===== config.mk =====
export PLATFORM = sky130hd
export DESIGN_NAME = pipe_hazard_ctrl
export DESIGN_NICKNAME = d
export VERILOG_FILES = /design/src/rtl/pipe_hazard_ctrl.sv
export SDC_FILE = /design/constraint.sdc
export NUM_CORES = 1
export LEC_CHECK = 0
export BUFFER_PORTS_ARGS = -buffer_cell sky130_fd_sc_hd__buf_2
export CORE_AREA = 10 10 88 74
export CTS_BUF_LIST = sky130_fd_sc_hd__clkbuf_4 sky130_fd_sc_hd__clkbuf_8
export DETAILED_ROUTE_END_ITERATION = 10
export DIE_AREA = 0 0 98 84
export GPL_TIMING_DRIVEN = 0
export HOLD_SLACK_MARGIN = 0.02
export PLACE_DENSITY_LB_ADDON = 0.05
export SLEW_MARGIN = 20
export SYNTH_ARGS = -nofsm -noshare
export SYNTH_HDL_FRONTEND = slang
export SYNTH_SLANG_ARGS = --single-unit
export TNS_END_PERCENT = 1

===== constraint.sdc =====
create_clock -name clk_i -period 6.65 [get_ports clk_i]
set_input_delay 1.33 -clock clk_i [delete_from_list [all_inputs] [get_ports clk_i]]
set_output_delay 1.33 -clock clk_i [all_outputs]
set_load 0.05 [all_outputs]

===== src/rtl/pipe_hazard_ctrl.sv =====
// Pipeline hazard controller: load-use stall, branch/jump flush and data-memory wait hold.
// Also provides a memory timeout FSM and saturating stall/flush event counters.
module pipe_hazard_ctrl (
    input  logic        clk_i,
    input  logic        rst_i,
    input  logic        idex_memread_i,
    input  logic [4:0]  idex_rtaddr_i,
    input  logic [4:0]  ifid_rsaddr_i,
    input  logic [4:0]  ifid_rtaddr_i,
    input  logic        branch_taken_i,
    input  logic        jump_i,
    input  logic        mem_req_i,
    input  logic        mem_ack_i,
    output logic        pc_write_o,
    output logic        ifid_write_o,
    output logic        ifid_flush_o,
    output logic        idex_bubble_o,
    output logic        pipe_hold_o,
    output logic [1:0]  state_o,
    output logic [15:0] stall_cnt_o,
    output logic [15:0] flush_cnt_o,
    output logic        timeout_o
);

    typedef enum logic [1:0] {
        ST_RUN      = 2'b00,
        ST_MEM_WAIT = 2'b01,
        ST_ERR      = 2'b10
    } state_t;

    state_t      r_state;
    state_t      w_state_nxt;
    logic [7:0]  r_wait_cnt;
    logic [7:0]  w_wait_cnt_nxt;
    logic        r_timeout;
    logic [15:0] r_stall_cnt;
    logic [15:0] r_flush_cnt;
    logic        w_mhold;
    logic        w_luse;
    logic        w_br;

    assign w_mhold = ((r_state == ST_RUN) & mem_req_i & ~mem_ack_i)
                   | ((r_state == ST_MEM_WAIT) & ~mem_ack_i)
                   | (r_state == ST_ERR);
    assign w_luse  = idex_memread_i & (idex_rtaddr_i != 5'd0)
                   & ((idex_rtaddr_i == ifid_rsaddr_i) | (idex_rtaddr_i == ifid_rtaddr_i));
    assign w_br    = branch_taken_i | jump_i;

    always_ff @(posedge clk_i or posedge rst_i) begin
        if (rst_i) begin
            r_state     <= ST_RUN;
            r_wait_cnt  <= 8'd0;
            r_timeout   <= 1'b0;
            r_stall_cnt <= 16'd0;
            r_flush_cnt <= 16'd0;
        end else begin
            r_state    <= w_state_nxt;
            r_wait_cnt <= w_wait_cnt_nxt;
            // ERR is only reachable through the wait-counter expiry
            if (w_state_nxt == ST_ERR) begin
                r_timeout <= 1'b1;
            end
            if (!pc_write_o && (r_stall_cnt != 16'hFFFF)) begin
                r_stall_cnt <= r_stall_cnt + 16'd1;
            end
            if (ifid_flush_o && (r_flush_cnt != 16'hFFFF)) begin
                r_flush_cnt <= r_flush_cnt + 16'd1;
            end
        end
    end

    always_comb begin
        w_state_nxt    = r_state;
        w_wait_cnt_nxt = r_wait_cnt;
        case (r_state)
            ST_RUN: begin
                if (mem_req_i && !mem_ack_i) begin
                    w_state_nxt    = ST_MEM_WAIT;
                    w_wait_cnt_nxt = 8'd1;
                end
            end
            ST_MEM_WAIT: begin
                if (mem_ack_i) begin
                    w_state_nxt    = ST_RUN;
                    w_wait_cnt_nxt = 8'd0;
                end else if (r_wait_cnt == 8'hFF) begin
                    w_state_nxt = ST_ERR;
                end else begin
                    w_wait_cnt_nxt = r_wait_cnt + 8'd1;
                end
            end
            ST_ERR: begin
                w_state_nxt = ST_ERR;
            end
            default: begin
                w_state_nxt    = ST_RUN;
                w_wait_cnt_nxt = 8'd0;
            end
        endcase
    end

    always_comb begin
        pc_write_o    = 1'b1;
        ifid_write_o  = 1'b1;
        ifid_flush_o  = 1'b0;
        idex_bubble_o = 1'b0;
        pipe_hold_o   = 1'b0;
        if (rst_i) begin
            pc_write_o    = 1'b0;
            ifid_write_o  = 1'b0;
            idex_bubble_o = 1'b1;
        end else if (w_mhold) begin
            pc_write_o   = 1'b0;
            ifid_write_o = 1'b0;
            pipe_hold_o  = 1'b1;
        end else if (w_luse) begin
            // a pending branch is left in IF/ID and resolves again next cycle
            pc_write_o    = 1'b0;
            ifid_write_o  = 1'b0;
            idex_bubble_o = 1'b1;
        end else if (w_br) begin
            ifid_flush_o = 1'b1;
        end
    end

    assign state_o     = r_state;
    assign stall_cnt_o = r_stall_cnt;
    assign flush_cnt_o = r_flush_cnt;
    assign timeout_o   = r_timeout;

endmodule


==> results of run 1 <==
-- worst paths after layout --
check / from / to / slack, ns / cells after the start
worst max register to register: r_wait_cnt[0] / r_wait_cnt[6] / 4.48 / 7
worst max-delay path: rst_i / ifid_flush_o / 2.24 / 8
worst min register to register: timeout_o / timeout_o / 0.47 / 1
max in group asynchronous: rst_i / stall_cnt_o[15] / 5.05 / 3
worst min-delay path: timeout_o / timeout_o / 0.47 / 1
min in group asynchronous: rst_i / flush_cnt_o[9] / 1.10 / 2
-- worst reg2reg max path, cell delays in order, from the launching register on --
cell,delay (ns)
dfrtp_1,0.42
ha_1,0.22
and3_1,0.19
and3_1,0.23
a31oi_1,0.57
nand4_1,0.19
xor2_1,0.17
nor2_1,0.05
-- state kept, by name (all words and copies together) (netlist names) --
| register | count |
|---|---|
| flush_cnt_o | 16 |
| stall_cnt_o | 16 |
| r_wait_cnt | 8 |
| state_o | 2 |
| timeout_o | 1 |
-- kinds of logic (layout without fill, tap and decap cells) --
| group | count (synthesis) | in the layout | synth area share |
|---|---|---|---|
| simple gates | 100 | 100 | 0.233 |
| flops | 43 | 43 | 0.463 |
| xor+xnor | 37 | 37 | 0.139 |
| compound gates | 35 | 35 | 0.0996 |
| buf+inv | 11 | 81 | 0.0258 |
| mux | 5 | 5 | 0.0237 |
| fa+ha+maj | 3 | 3 | 0.0161 |
-- report_power, final --
| part | internal [mW] | switching (mW) | total [mW] |
|---|---|---|---|
| sequential | 0.304 | 0.0505 | 0.355 |
| clock | 0.112 | 0.0939 | 0.206 |
| combinational | 0.0879 | 0.222 | 0.310 |
| total | 0.504 | 0.366 | 0.870 |
-- cell usage after synthesis (7+ instances only) --
cell type	n	area share
dfrtp_1	43	0.46
xor2_1	27	0.10
nand2_1	23	0.037
nor2_1	21	0.034
nand3_1	13	0.028
o21ai_0	10	0.022
xnor2_1	10	0.038
nand4_1	9	0.024
nor3_1	9	0.019
a21oi_1	8	0.017
and3_1	8	0.022
a31oi_1	7	0.019
-- metrics by stage --
step | power (mW) | std cells
3_3_place_gp | 0.667 | 357
6_report | 0.870 | 366
4_1_cts | 0.883 | 366
2_1_floorplan | 0.589 | 234
5_1_grt | 0.919 | 366
3_5_place_dp | 0.674 | 358
-- cell type report --
class | instances | share of cell area
multi-input cells | 180 | 0.417
flip-flops and latches | 43 | 0.378
repair buffers | 62 | 0.117
well taps | 62 | 0.0272
clock buffers | 5 | 0.0242
clock inverters | 3 | 0.0154
plain buffers | 5 | 0.0132
inverters | 6 | 0.00791
-- per-layer routing --
layer  vias up  wire, um
met4         0        21
li1        960         -
met3         4       316
met2        51      2430
met5         -         0
met1       908      2520
==> key figures, run 1 <==
Run status
  • Status: finished, final reports clean

Place
  • Post-DP HPWL: 4150 um
  • DP Area: around 0.0027 sq mm
  • PortBufs: slightly above 60
  • Dpl ws: about 2.2 ns
  • Gpl congestion: just under 0.8

Layout
  • Most common cell after layout, fill and taps aside: buf_2
  • Final core occ: 0.586
  • Design area: 0.00285 sq mm
  • Most frequent cells in the layout: 61 x buf_2, 43 x dfrtp_1, 27 x xor2_1
  • FF+latch area: 0.00108 sq mm
  • Final net count: roughly 330
  • Footprint of the multi-input gates: about 0.0012 sq mm
  • Ratio of cells with drive above 1 in the final layout: 0.296
  • Layout Area Growth over Synthesis: 22.5%
  • Antenna cell count: 0
  • Fillcell total: 478

Yosys
  • Synth Register Bits: between 40 and 50
  • Ys flop type: dfrtp_1
  • Mapped Cells: roughly 230
  • Synth cell types: 43
  • Synth warnings: 0
  • Async S/R FF share, synth: 1.00
  • Number of flops mapped to enable cells by yosys: 0
  • Syn avg cell area: about 10 sq um
  • Synth Cell Area: between 0.002 and 0.0025 sq mm
  • Net Count, Synth: about 260
  • Sequential-to-total area share from yosys stat: 0.463

Clocking
  • CTS Buf Count: 5
  • Clock Sinks: 43
  • CTS resizes: 0
  • CTS H-tree depth: 2
  • Root Driver: clkbuf_8
  • Clock Latency Late Sink: 0.30 ns
  • Cts hold-fix bufs: 0
  • Post-CTS Setup Bufs: 0
  • Max Buffers Root-to-Sink: 2
  • TritonCTS clock tree: built
  • Clk slew on worst S/H paths: 0.08 ns

Floorplan
  • Area of the core: ~0.005 sq mm
  • Die extent in x: between 90 and 100 um
  • I/O pin count: between 60 and 70
  • Initial core utilization: 0.478
  • Full die area: about 0.008 sq mm
  • Cell row count: 23
  • Die height: between 80 and 90 um

Worst setup path
  • Max stage delay on crit path: ~0.44 ns
  • Critical path cell sequence: buf_2 -> inv_2 -> o311a_1 -> o21a_1 -> o21ai_2 -> buf_6 -> inv_1 -> buf_2
  • Slowest-stage cell, CP: inv_2
  • Delay-heaviest family, CP: buffers and inverters
  • CP Data Arrival Time: around 3.1 ns
  • Crit path max fanout: 27
  • Most frequent cell on the critical path: buf_2
  • Critical path required time: 5.32 ns
  • Startpoint Class: primary input
  • Worst Path Class, Setup: in2out
  • Critical path buffers and inverters: 5
  • CP endpoint kind: primary output

STA
  • RSZ-0062 raised after global routing: no
  • Slew headroom: 0.560
  • Final setup viols: 0
  • Final hold vios: 0
  • Worst-margin pin slew: between 0.6 and 0.7 ns
  • Tmin final: 4.41 ns
  • Setup TNS Final: 0 ns
  • WHS: 0.468 ns
  • Final number of max-transition violations: 0
  • PnR worst setup slack: between 2 and 2.5 ns
  • Clock Skew: 0.0111 ns
  • Fmax achieved: 227 MHz
  • Tcrit/Tclk final: 0.663

Route
  • WL/cell: between 10 and 15 um
  • Final ANT Viol Nets: 0
  • Vias per cell: 5.25
  • Initial DRC count: 60
  • Final wirelength: roughly 5300 um
  • Vias: roughly 1900
  • DRC Markers: 0
  • TritonRoute pass-1 iters: 4

GRT
  • GR Util met1: 0.159
  • Number of global-route vias before repair: between 1500 and 2000
  • Initial antenna violation count: 0
  • GR Util All Layers: 0.124
  • Met2 Use GR: 0.204
  • Top Usage Layer GRT: met2
  • Largest net degree at the start of global routing: 28
  • Total congestion overflow: 0
  • Grt met3 use: 0.0389
  • First-pass GRT wire length: 8900 um

Pwr
  • Peak supply drop: roughly 0.27 mV
  • Static leakage: between 1 and 1.5 nW
  • Power density over the cells: about 300 mW/mm^2

Worst hold path
  • Worst Hold Class: reg2reg

Run
  • Max cap viols: 0
Note: power is estimated with default switching activity, not from simulation.
==> run 2: changes to the inputs <==
--- a/config.mk
+++ b/config.mk
@@ -5,11 +5,12 @@
 export SDC_FILE = /design/constraint.sdc
 export NUM_CORES = 1
 export LEC_CHECK = 0
+export ABC_AREA = 1
 export BUFFER_PORTS_ARGS = -buffer_cell sky130_fd_sc_hd__buf_2
-export CORE_AREA = 10 10 88 74
+export CORE_AREA = 10 10 96 81
 export CTS_BUF_LIST = sky130_fd_sc_hd__clkbuf_4 sky130_fd_sc_hd__clkbuf_8
 export DETAILED_ROUTE_END_ITERATION = 10
-export DIE_AREA = 0 0 98 84
+export DIE_AREA = 0 0 106 91
 export GPL_TIMING_DRIVEN = 0
 export HOLD_SLACK_MARGIN = 0.02
 export PLACE_DENSITY_LB_ADDON = 0.05
==> constraint.sdc (replaced) <==
create_clock -name clk_i -period 4.1 [get_ports clk_i]
set_input_delay 0.82 -clock clk_i [delete_from_list [all_inputs] [get_ports clk_i]]
set_output_delay 0.82 -clock clk_i [all_outputs]
set_load 0.05 [all_outputs]
==> run 2 against run 1 <==
Net effect: sequential power grew 21%; hold slack gained 0.010 ns; highest routed layer unchanged; utilization shrank 0.40 points; register-to-register slack lost 2.2 ns; power shrank 12%; critical path depth grew 2.
==> key figures, run 2 <==
Yosys
  • Mapped Cells: 399 (was 234)
  • Area leader, netlist: dfrtp_1 (unchanged)
  • Syn avg cell area: 7.19 sq um (was 9.93 sq um)
  • Post-synth top area share: 0.375 (was 0.463)
  • Async S/R FF share, synth: 1.00 (unchanged)
  • Mux contribution to synthesized area: 0 (was 0.0237)
  • XOR/XNOR Fraction of Synth Area: 0.0702 (was 0.139)
  • Synth Cell Area: 0.00287 sq mm (was 0.00232 sq mm)
  • Compound-cell area share of the yosys netlist: 0.0353 (was 0.0996)
  • Synth warnings: 0 (unchanged)
  • Sequential-to-total area share from yosys stat: 0.375 (was 0.463)
  • Synth Register Bits: 43 (unchanged)
  • Adder-cell share of the synthesized area: 0.0131 (was 0.0161)
  • Simple-gate portion of the synthesized area: 0.415 (was 0.233)
  • Area contributors post-synth: dfrtp_1 38%, nand2_1 16%, nand4_1 6.3%, inv_1 5.9%, nor2_1 5.5% (was dfrtp_1 46%, xor2_1 10%, xnor2_1 3.8%, nand2_1 3.7%, nor2_1 3.4%)
  • Synth cell types: 30 (was 43)
  • Number of flops mapped to enable cells by yosys: 0 (unchanged)
  • Main combinational cell family by area after synthesis: simple AND/OR/NAND/NOR gates (unchanged)
  • Top-count cell post-synth: nand2_1 (was dfrtp_1)
  • Ys flop type: dfrtp_1 (unchanged)
  • Commonest cells post-synth: 121 x nand2_1, 45 x inv_1, 43 x dfrtp_1 (was 43 x dfrtp_1, 27 x xor2_1, 23 x nand2_1)
  • Net Count, Synth: 424 (was 259)

GRT
  • Number of global-route vias before repair: 2650 (was 1893)
  • Total congestion overflow: 0 (unchanged)
  • Largest net degree at the start of global routing: 28 (unchanged)
  • GR Util All Layers: 0.143 (was 0.124)
  • First-pass GRT wire length: 11900 um (was 8900 um)
  • Initial antenna violation count: 0 (unchanged)

Route
  • DRC Markers: 0 (unchanged)
  • Vias: 2756 (was 1923)
  • Initial DRC count: 149 (was 60)
  • Vias per cell: 5.01 (was 5.25)
  • Final wirelength: 6790 um (was 5290 um)
  • TritonRoute pass-1 iters: 4 (unchanged)
  • WL/cell: 12.4 um (was 14.4 um)
  • Final ANT Viol Nets: 0 (unchanged)

Run
  • Max cap viols: 0 (unchanged)

Pwr
  • Total Power: 0.763 mW (was 0.870 mW)
  • Power density over the cells: 225 mW/mm^2 (was 306 mW/mm^2)
  • Static leakage: 1.79 nW (was 1.35 nW)
  • Peak supply drop: 0.150 mV (was 0.266 mV)

Clocking
  • CTS H-tree depth: 2 (unchanged)
  • Clock Sinks: 43 (unchanged)
  • Root Driver: clkbuf_8 (unchanged)
  • TritonCTS clock tree: built (unchanged)
  • Clock Latency Late Sink: 0.30 ns (about the same)
  • Max Buffers Root-to-Sink: 2 (unchanged)
  • Clk slew on worst S/H paths: 0.08 ns (about the same)
  • Post-CTS Setup Bufs: 0 (unchanged)
  • CTS resizes: 0 (unchanged)
  • CTS Buf Count: 5 (unchanged)
  • Cts hold-fix bufs: 0 (unchanged)

Worst setup path
  • Crit path max fanout: 11 (was 27)
  • Worst Path Class, Setup: in2out (unchanged)
  • Startpoint Class: primary input (unchanged)
  • Reg2Reg Depth: 9 (was 7)
  • Critical path required time: 3.28 ns (was 5.32 ns)
  • Setup crit start: mem_ack_i (was rst_i)
  • CP Data Arrival Time: 2.23 ns (was 3.08 ns)
  • RR Startpoint: r_wait_cnt[0] (unchanged)
  • Max stage delay on crit path: 0.24 ns (was 0.44 ns)
  • Critical path buffers and inverters: 6 (was 5)
  • Most frequent cell on the critical path: buf_2 (unchanged)
  • FF-to-FF setup slack: 2.31 ns (was 4.48 ns)
  • CP endpoint kind: primary output (unchanged)
  • Critical path cell sequence: buf_2 -> inv_1 -> nand3_2 -> nand3_4 -> nor2_8 -> inv_4 -> a21oi_4 -> buf_6 -> buf_4 -> buf_2 (was buf_2 -> inv_2 -> o311a_1 -> o21a_1 -> o21ai_2 -> buf_6 -> inv_1 -> buf_2)
  • Slowest-stage cell, CP: a21oi_4 (was inv_2)
  • Reg-to-reg endpoint: r_wait_cnt[2] (was r_wait_cnt[6])
  • Delay-heaviest family, CP: buffers and inverters (unchanged)

Floorplan
  • Area of the core: 0.00582 sq mm (was 0.00486 sq mm)
  • I/O pin count: 62 (unchanged)
  • Cell row count: 25 (was 23)
  • Die extent in x: 106 um (was 98 um)
  • Die height: 91 um (was 84 um)
  • Initial core utilization: 0.493 (was 0.478)
  • Full die area: 0.00965 sq mm (was 0.00823 sq mm)

Place
  • Gpl congestion: 0.839 (was 0.776)
  • Post-DP HPWL: 5280 um (was 4150 um)
  • DP Area: 0.00329 sq mm (was 0.00274 sq mm)
  • PortBufs: 61 (unchanged)
  • Dpl ws: 1.04 ns (was 2.20 ns)

Layout
  • Ratio of cells with drive above 1 in the final layout: 0.239 (was 0.296)
  • FF+latch area: 0.00108 sq mm (unchanged)
  • Design area: 0.00338 sq mm (was 0.00285 sq mm)
  • Most common cell after layout, fill and taps aside: nand2_1 (was buf_2)
  • Antenna cell count: 0 (unchanged)
  • Fillcell total: 586 (was 478)
  • Layout Area Growth over Synthesis: 18.0% (was 22.5%)
  • Footprint of the multi-input gates: 0.00153 sq mm (was 0.00119 sq mm)
  • Most frequent cells in the layout: 121 x nand2_1, 64 x buf_2, 44 x inv_1 (was 61 x buf_2, 43 x dfrtp_1, 27 x xor2_1)
  • Final net count: 493 (was 328)

Worst hold path
  • Worst Hold Class: reg2reg (unchanged)
  • Hold Path End: timeout_o (unchanged)
  • Hold Path Cell Cnt: 1 (unchanged)
  • Hold Startpoint: timeout_o (unchanged)

STA
  • Final setup viols: 0 (unchanged)
  • Final hold vios: 0 (unchanged)
  • RSZ-0062 raised after global routing: no (unchanged)
  • Tcrit/Tclk final: 0.744
  • PnR worst setup slack: 1.05 ns (was 2.24 ns)
  • Tmin final: around 3.1 ns
  • Setup TNS Final: 0 ns (unchanged)
  • Slew headroom: 0.722 (was 0.560)
  • Final number of max-transition violations: 0 (unchanged)
  • Fmax achieved: around 330 MHz
  • Clock Skew: 0.0100 ns (was 0.0111 ns)
  • WHS: 0.478 ns (was 0.468 ns)
  • Worst-margin pin slew: 0.416 ns (was 0.657 ns)

Run status
  • Status: finished, final reports clean (unchanged)
[run 2: cell count changes after synthesis, sizes merged, moves of 4 or more]
cell,delta
a31oi,-7
and3,-8
inv,+47
mux2,-4
nand2,+112
nand3,+18
nand4,+22
nor2,+23
nor3,-4
xnor2,+5
xor2,-19
[run 2: logic make-up after synthesis]
group           after synthesis
simple gates                251
buf+inv                      61
flops                        43
xor+xnor                     23
fa+ha+maj                     3
compound gates               18
[run 2: layout make-up]
class / instances / area share
Multi-Input combinational cell: 295 / 0.452
Sequential cell: 43 / 0.318
Timing Repair Buffer: 62 / 0.0962
Inverter: 53 / 0.0595
Tap cell: 81 / 0.0300
Clock buffer: 6 / 0.0226
Buffer: 8 / 0.0178
Clock inverter: 2 / 0.00370
[run 2: routing by layer]
metal,routed length (um),vias to the layer above,GRT usage
met5,0,-,0
met4,45,0,0.0315
met3,462,5,0.0403
met2,3160,63,0.236
met1,3120,1277,0.181
li1,-,1411,-
[run 2: worst max path at each step]
stage / end / slack, ns / cells past startpoint
after global placement: idex_bubble_o / 0.43 / 4
final: pc_write_o / 1.05 / 10
after floorplan: idex_bubble_o / 0.59 / 2
after global routing: pc_write_o / 0.93 / 10
after CTS: pc_write_o / 1.04 / 10
after detailed placement: pc_write_o / 1.04 / 10
[run 2: stage by stage]
step,utilization,instances
4_1_cts,0.582,550
5_1_grt,0.582,550
2_1_floorplan,-,399
6_report,0.582,550
3_5_place_dp,0.566,542
3_3_place_gp,0.563,541
[run 2: where the power goes]
| group | internal, mW | total [mW] | switching, mW | leakage (nW) |
|---|---|---|---|---|
| clock network | 0.126 | 0.275 | 0.150 | 0.0446 |
| logic | 0.0205 | 0.0594 | 0.0389 | 1.19 |
| registers | 0.426 | 0.428 | 0.00192 | 0.559 |
